### src/rtl/spi_bridge_pkg.sv
// Shared widths, slave-select idle pattern and FSM state encoding for the SPI shift engine.
package spi_bridge_pkg;

  localparam int SPI_DATA_W     = 8;
  localparam int SPI_NUM_SLAVES = 8;
  localparam logic [SPI_NUM_SLAVES-1:0] SS_NONE = 8'hFF;

  typedef enum logic [1:0] {
    ST_IDLE  = 2'd0,
    ST_SETUP = 2'd1,
    ST_SHIFT = 2'd2,
    ST_DONE  = 2'd3
  } spi_state_e;

endpackage

### src/rtl/spi_clk_div.sv
// Free-running bit-clock divider: SPICLK toggles every CLK_DIV ACLK cycles, with rise/fall ticks.
module spi_clk_div #(
  parameter int CLK_DIV = 2
) (
  input  logic ACLK,
  input  logic ARESETN,
  output logic SPICLK,
  output logic rise_tick,
  output logic fall_tick
);

  logic [7:0] div_cnt;
  logic       terminal;

  // Ticks are asserted in the cycle whose closing edge flips SPICLK.
  assign terminal  = (div_cnt == 8'(CLK_DIV - 1));
  assign rise_tick = terminal && !SPICLK;
  assign fall_tick = terminal && SPICLK;

  always_ff @(posedge ACLK) begin
    if (!ARESETN) begin
      div_cnt <= '0;
      SPICLK  <= 1'b0;
    end else if (terminal) begin
      div_cnt <= '0;
      SPICLK  <= ~SPICLK;
    end else begin
      div_cnt <= div_cnt + 8'd1;
    end
  end

endmodule

### src/rtl/spi_shift_engine.sv
// Mode-0 SPI byte shifter driven by a free-running SPICLK reference.
// Define SPI_LOOPBACK_EN to sample the engine's own MOSI instead of the MISO pin.
module spi_shift_engine
  import spi_bridge_pkg::*;
#(
  parameter int CLK_DIV = 2
) (
  input  logic                      ACLK,
  input  logic                      ARESETN,
  input  logic                      SPI_start,
  input  logic [SPI_NUM_SLAVES-1:0] SPI_select,
  input  logic [SPI_DATA_W-1:0]     tx_data,
  output logic                      SPI_busy,
  output logic                      SPICLK,
  output logic [SPI_DATA_W-1:0]     rx_data,
  output logic                      rx_valid,
  output logic                      SCLK,
  output logic                      MOSI,
  input  logic                      MISO,
  output logic [SPI_NUM_SLAVES-1:0] SS_n
);

  spi_state_e              state;
  logic                    rise_tick;
  logic                    fall_tick;
  logic                    sample_bit;
  logic [3:0]              bit_cnt;
  logic [SPI_DATA_W-2:0]   tx_sr;
  logic [SPI_DATA_W-1:0]   rx_sr;

  spi_clk_div #(
    .CLK_DIV (CLK_DIV)
  ) u_clk_div (
    .ACLK      (ACLK),
    .ARESETN   (ARESETN),
    .SPICLK    (SPICLK),
    .rise_tick (rise_tick),
    .fall_tick (fall_tick)
  );

`ifdef SPI_LOOPBACK_EN
  logic unused_miso;
  assign unused_miso = MISO;
  assign sample_bit  = MOSI;
`else
  assign sample_bit  = MISO;
`endif

  // Shift registers hold only in-flight data, so they carry no reset.
  always_ff @(posedge ACLK) begin
    if (state == ST_IDLE && rise_tick && SPI_start)
      tx_sr <= tx_data[SPI_DATA_W-2:0];
    else if (state == ST_SHIFT && fall_tick)
      tx_sr <= {tx_sr[SPI_DATA_W-3:0], 1'b0};
    if (state == ST_SHIFT && rise_tick)
      rx_sr <= {rx_sr[SPI_DATA_W-2:0], sample_bit};
  end

  always_ff @(posedge ACLK) begin
    if (!ARESETN) begin
      state    <= ST_IDLE;
      SCLK     <= 1'b0;
      MOSI     <= 1'b0;
      SS_n     <= SS_NONE;
      SPI_busy <= 1'b0;
      rx_data  <= '0;
      rx_valid <= 1'b0;
      bit_cnt  <= '0;
    end else begin
      rx_valid <= 1'b0;
      case (state)
        ST_IDLE: begin
          if (rise_tick && SPI_start) begin
            state    <= ST_SETUP;
            SS_n     <= SPI_select;
            MOSI     <= tx_data[SPI_DATA_W-1];
            SPI_busy <= 1'b1;
            bit_cnt  <= '0;
          end
        end
        ST_SETUP: begin
          if (fall_tick)
            state <= ST_SHIFT;
        end
        ST_SHIFT: begin
          // SCLK is registered from the same ticks that flip SPICLK, so the two stay aligned.
          if (rise_tick) begin
            SCLK    <= 1'b1;
            bit_cnt <= bit_cnt + 4'd1;
          end else if (fall_tick) begin
            SCLK <= 1'b0;
            if (bit_cnt == 4'd8) begin
              state    <= ST_DONE;
              rx_data  <= rx_sr;
              rx_valid <= 1'b1;
              SS_n     <= SS_NONE;
              SPI_busy <= 1'b0;
              MOSI     <= 1'b0;
            end else begin
              MOSI <= tx_sr[SPI_DATA_W-2];
            end
          end
        end
        ST_DONE: begin
          state <= ST_IDLE;
        end
        default: begin
          state <= ST_IDLE;
        end
      endcase
    end
  end

endmodule

### config.mk
export PLATFORM = sky130hd
export DESIGN_NAME = spi_shift_engine
export DESIGN_NICKNAME = d
export VERILOG_FILES = /design/src/rtl/spi_bridge_pkg.sv /design/src/rtl/spi_clk_div.sv /design/src/rtl/spi_shift_engine.sv
export SDC_FILE = /design/constraint.sdc
export NUM_CORES = 1
export LEC_CHECK = 0
export ABC_AREA = 0
export BUFFER_PORTS_ARGS = -buffer_cell sky130_fd_sc_hd__buf_4
export CAP_MARGIN = 20
export CORE_MARGIN = 2
export CORE_UTILIZATION = 50
export DETAILED_ROUTE_END_ITERATION = 16
export GPL_TIMING_DRIVEN = 1
export PLACE_DENSITY_LB_ADDON = 0.2
export SLEW_MARGIN = 10
export SYNTH_ARGS = -nofsm -noshare
export SYNTH_HDL_FRONTEND = slang
export SYNTH_SLANG_ARGS = --single-unit
### constraint.sdc
create_clock -name ACLK -period 6.1 [get_ports ACLK]
set_input_delay 0 -clock ACLK [delete_from_list [all_inputs] [get_ports ACLK]]
set_output_delay 0 -clock ACLK [all_outputs]
set_load 0.005 [all_outputs]
==> results.sh <==
export IMPL_drt_vias_per_instance=5.32
export IMPL_finalHoldViolCount=0
export IMPL_io_buffers=40
export IMPL_final_util_pct=66.3
export IMPL_track_usage_pct=18.7
export IMPL_yosys_register_bits=50
export IMPL_rows=23
export IMPL_fin_crit_ns=2.43
export IMPL_critPathTopFamily="simple AND/OR/NAND/NOR gates"
export IMPL_cap_violations=0
export IMPL_whs_endpoint="tx_sr[5]"
export IMPL_grt_pass1_vias=1472
export IMPL_layout_nets=272
export IMPL_path_cells="ha_1 > or3b_2 > or3_1 > o21ai_1"
export IMPL_first_pass_iters=4
export IMPL_clk_latency_ns=0.30
export IMPL_power_uw=706
export IMPL_cp_required_ns=6.03
export IMPL_switching_share_pct=27.2
export IMPL_internal_power_uw=514
export IMPL_area_growth_pct=26.7
export IMPL_gp_congestion=0.791
export IMPL_wirelength_um=4060
export IMPL_synth_compound_area_share_pct=8.96
export IMPL_synth_flop_cell="dfxtp_1"
export IMPL_rsz0062_at_grt="no"
export IMPL_yosys_top_cells_count="dfxtp_1 (35), nor2_1 (25), edfxtp_1 (15)"
export IMPL_die_h_um=68.9
export IMPL_p_sw_uw=192
export IMPL_netlist_top_cells_area="dfxtp_1 (33%), edfxtp_1 (21%), mux2i_1 (5.2%), ha_1 (4.7%), nor2_1 (4.5%)"
export IMPL_max_stage_delay_ns=0.53
export IMPL_combinationalPowerShare_pct=19.3
export IMPL_syn_nets=217
export IMPL_fin_crit_sh_pct=39.8
export IMPL_ir_drop_mv=0.205
export IMPL_grt_pass1_wl_um=6530
export IMPL_critPathSlowestCell="or3_1"
export IMPL_worstMarginPinSlew_ns=0.772
export IMPL_timing_rr_start="u_clk_div.div_cnt[0]"
export IMPL_path_depth=4
export IMPL_cts_hold_buf=15
export IMPL_antenna_found_initial=0
export IMPL_powerDensity_nw_per_um2=264
export IMPL_finalSetupViolCount=0
export IMPL_post_cts_resize_count=0
export IMPL_ys_async_sr_fraction_pct=0
export IMPL_yosys_area_top_type="dfxtp_1"
export IMPL_rrSetupSlack_ns=3.67
export IMPL_reg2reg_to="tx_sr[3]"
export IMPL_cts_buffers=5
export IMPL_min_path_type="in -> reg"
export IMPL_maxSlewViolCount=0
export IMPL_wl_per_cell_um=13.8
export IMPL_synth_most_common_cell="dfxtp_1"
export IMPL_initial_core_util_pct=52.3
export IMPL_cts_num_sinks=50
export IMPL_end_kind="flop"
export IMPL_dieArea_sq_um=4750
export IMPL_synth_simple_area_share_pct=16.0
export IMPL_cts_tree="built"
export IMPL_slew_limit_headroom_pct=48.2
export IMPL_clock_skew_final_ns=0.0139
export IMPL_synth_adder_area_share_pct=4.75
export IMPL_min_path_cells=2
export IMPL_cts_clk_slew_worst_paths_ns=0.09
export IMPL_holdWs_ns=0.00827
export IMPL_fmax_ghz=0.412
export IMPL_ctsLongestPathBuffers=2
export IMPL_drtIter0Drc=124
export IMPL_ant_nets=0
export IMPL_post_synth_num_cell_types=41
export IMPL_fillers=325
export IMPL_drc=0
export IMPL_vias=1570
export IMPL_fp_dieW_um=68.9
export IMPL_hpwl_um=2610
export IMPL_critical_path_buf_inv_count=0
export IMPL_p_leak_uw=0.00110
export IMPL_cp_max_fo=9
export IMPL_synth_yosys_seq_area_share_pct=54.6
export IMPL_power_frac_seq_pct=54.5
export IMPL_synthCells=189
export IMPL_ios=41
export IMPL_yosys_warnings=0
export IMPL_reg2regPathDepth=4
export IMPL_worst_setup_path_type="reg -> reg"
export IMPL_layout_drive_gt1_share_pct=21.2
export IMPL_core_area_sq_um=4030
export IMPL_root_buffer="clkbuf_8"
export IMPL_syn_area_per_cell_sq_um=11.2
export IMPL_arrival_ns=2.36
export IMPL_start_kind="flop"
export IMPL_grt_max_degree=17
export IMPL_synth_xor_area_share_pct=3.32
export IMPL_antenna_cells=0
export IMPL_synth_top_family_by_area="simple AND/OR/NAND/NOR gates"
export IMPL_yosysTopAreaCellShare_pct=33.2
export IMPL_synth_edf_count=15
export IMPL_min_from="tx_data[5]"
export IMPL_synth_area_sq_um=2110
export IMPL_synthMuxAreaShare_pct=8.96
export IMPL_htree_levels=2
export IMPL_overflow=0
export IMPL_postCtsSetupRepairBufs=0
export IMPL_status="finished clean"
export IMPL_p_clk_share_pct=26.2
export IMPL_tns_ns=0
-- worst register-to-register path, delay by kind of cell, from the launching register on --
kind,cells,cell delay [ns]
simple gates,2,1.03
flops,1,0.44
compound gates,1,0.42
fa+ha+maj,1,0.19
-- power groups by stage --
stage | Combinational (uW) | Clock, uW | Sequential (uW)
5_1_grt | 153 | 204 | 389
6_report | 136 | 185 | 385
3_5_place_dp | 128 | 0 | 392
2_1_floorplan | 89.0 | 0 | 387
4_1_cts | 136 | 189 | 385
3_3_place_gp | 125 | 0 | 391
-- sequential cells by signal, summed over array words and instances (netlist names) --
name	count
state	2
SCLK	1
SPI_busy	1
rx_sr	8
bit_cnt	4
rx_valid	1
rx_data	8
MOSI	1
u_clk_div.div_cnt	8
u_clk_div.SPICLK	1
tx_sr	7
SS_n	8
-- layout by cell type (no fill, tap or decap), types with 5 or more instances in the layout --
cell type,Yosys,routed
buf_4,0,40
clkbuf_8,0,5
dfxtp_1,35,35
dlygate4sd3_1,0,15
edfxtp_1,15,15
ha_1,8,8
inv_1,9,9
mux2_1,7,7
mux2i_1,11,11
nand2_1,6,6
nand3_1,7,7
nor2_1,25,25
o22a_1,9,9
xor2_1,5,5
-- stage by stage --
stage | setup slack [ns] | cells | instance area (sq um)
floorplan | 3.94 | 189 | 2110
global placement | 3.74 | 272 | 2440
detailed placement | 3.67 | 272 | 2440
CTS | 3.66 | 295 | 2670
global route | 3.54 | 295 | 2670
finish | 3.67 | 295 | 2670
-- area by class of cell --
type	instances	area [sq um]	area share (%)
sequential	50	1150	43.1
inverter	10	37.5	1.41
multi-input combinational	122	885	33.1
clock buffer	5	68.8	2.58
clock inverter	3	16.3	0.609
timing repair buffer	55	450	16.9
tap	50	62.6	2.34
-- metal layers --
layer	up-vias	global-route usage, %	routed length, um
met5	-	0	0
met3	11	4.71	146
li1	777	-	-
met1	747	23.8	1790
met2	35	30.0	2040
met4	0	8.09	77
-- cell families after synthesis --
kind of cell	count (synthesis)
simple gates	63
flops	50
compound gates	25
mux	18
buf+inv	17
xor+xnor	8
fa+ha+maj	8
-- worst max-delay path by stage --
stage / from / to / slack (ns)
after CTS: u_clk_div.div_cnt[0] / tx_sr[2] / 3.66
after floorplan: u_clk_div.div_cnt[0] / tx_sr[0] / 3.94
after global routing: u_clk_div.div_cnt[0] / tx_sr[4] / 3.54
final: u_clk_div.div_cnt[0] / tx_sr[3] / 3.67
after global placement: u_clk_div.div_cnt[0] / tx_sr[2] / 3.74
after detailed placement: u_clk_div.div_cnt[0] / tx_sr[1] / 3.67
Note: power is estimated with default switching activity, not from simulation.
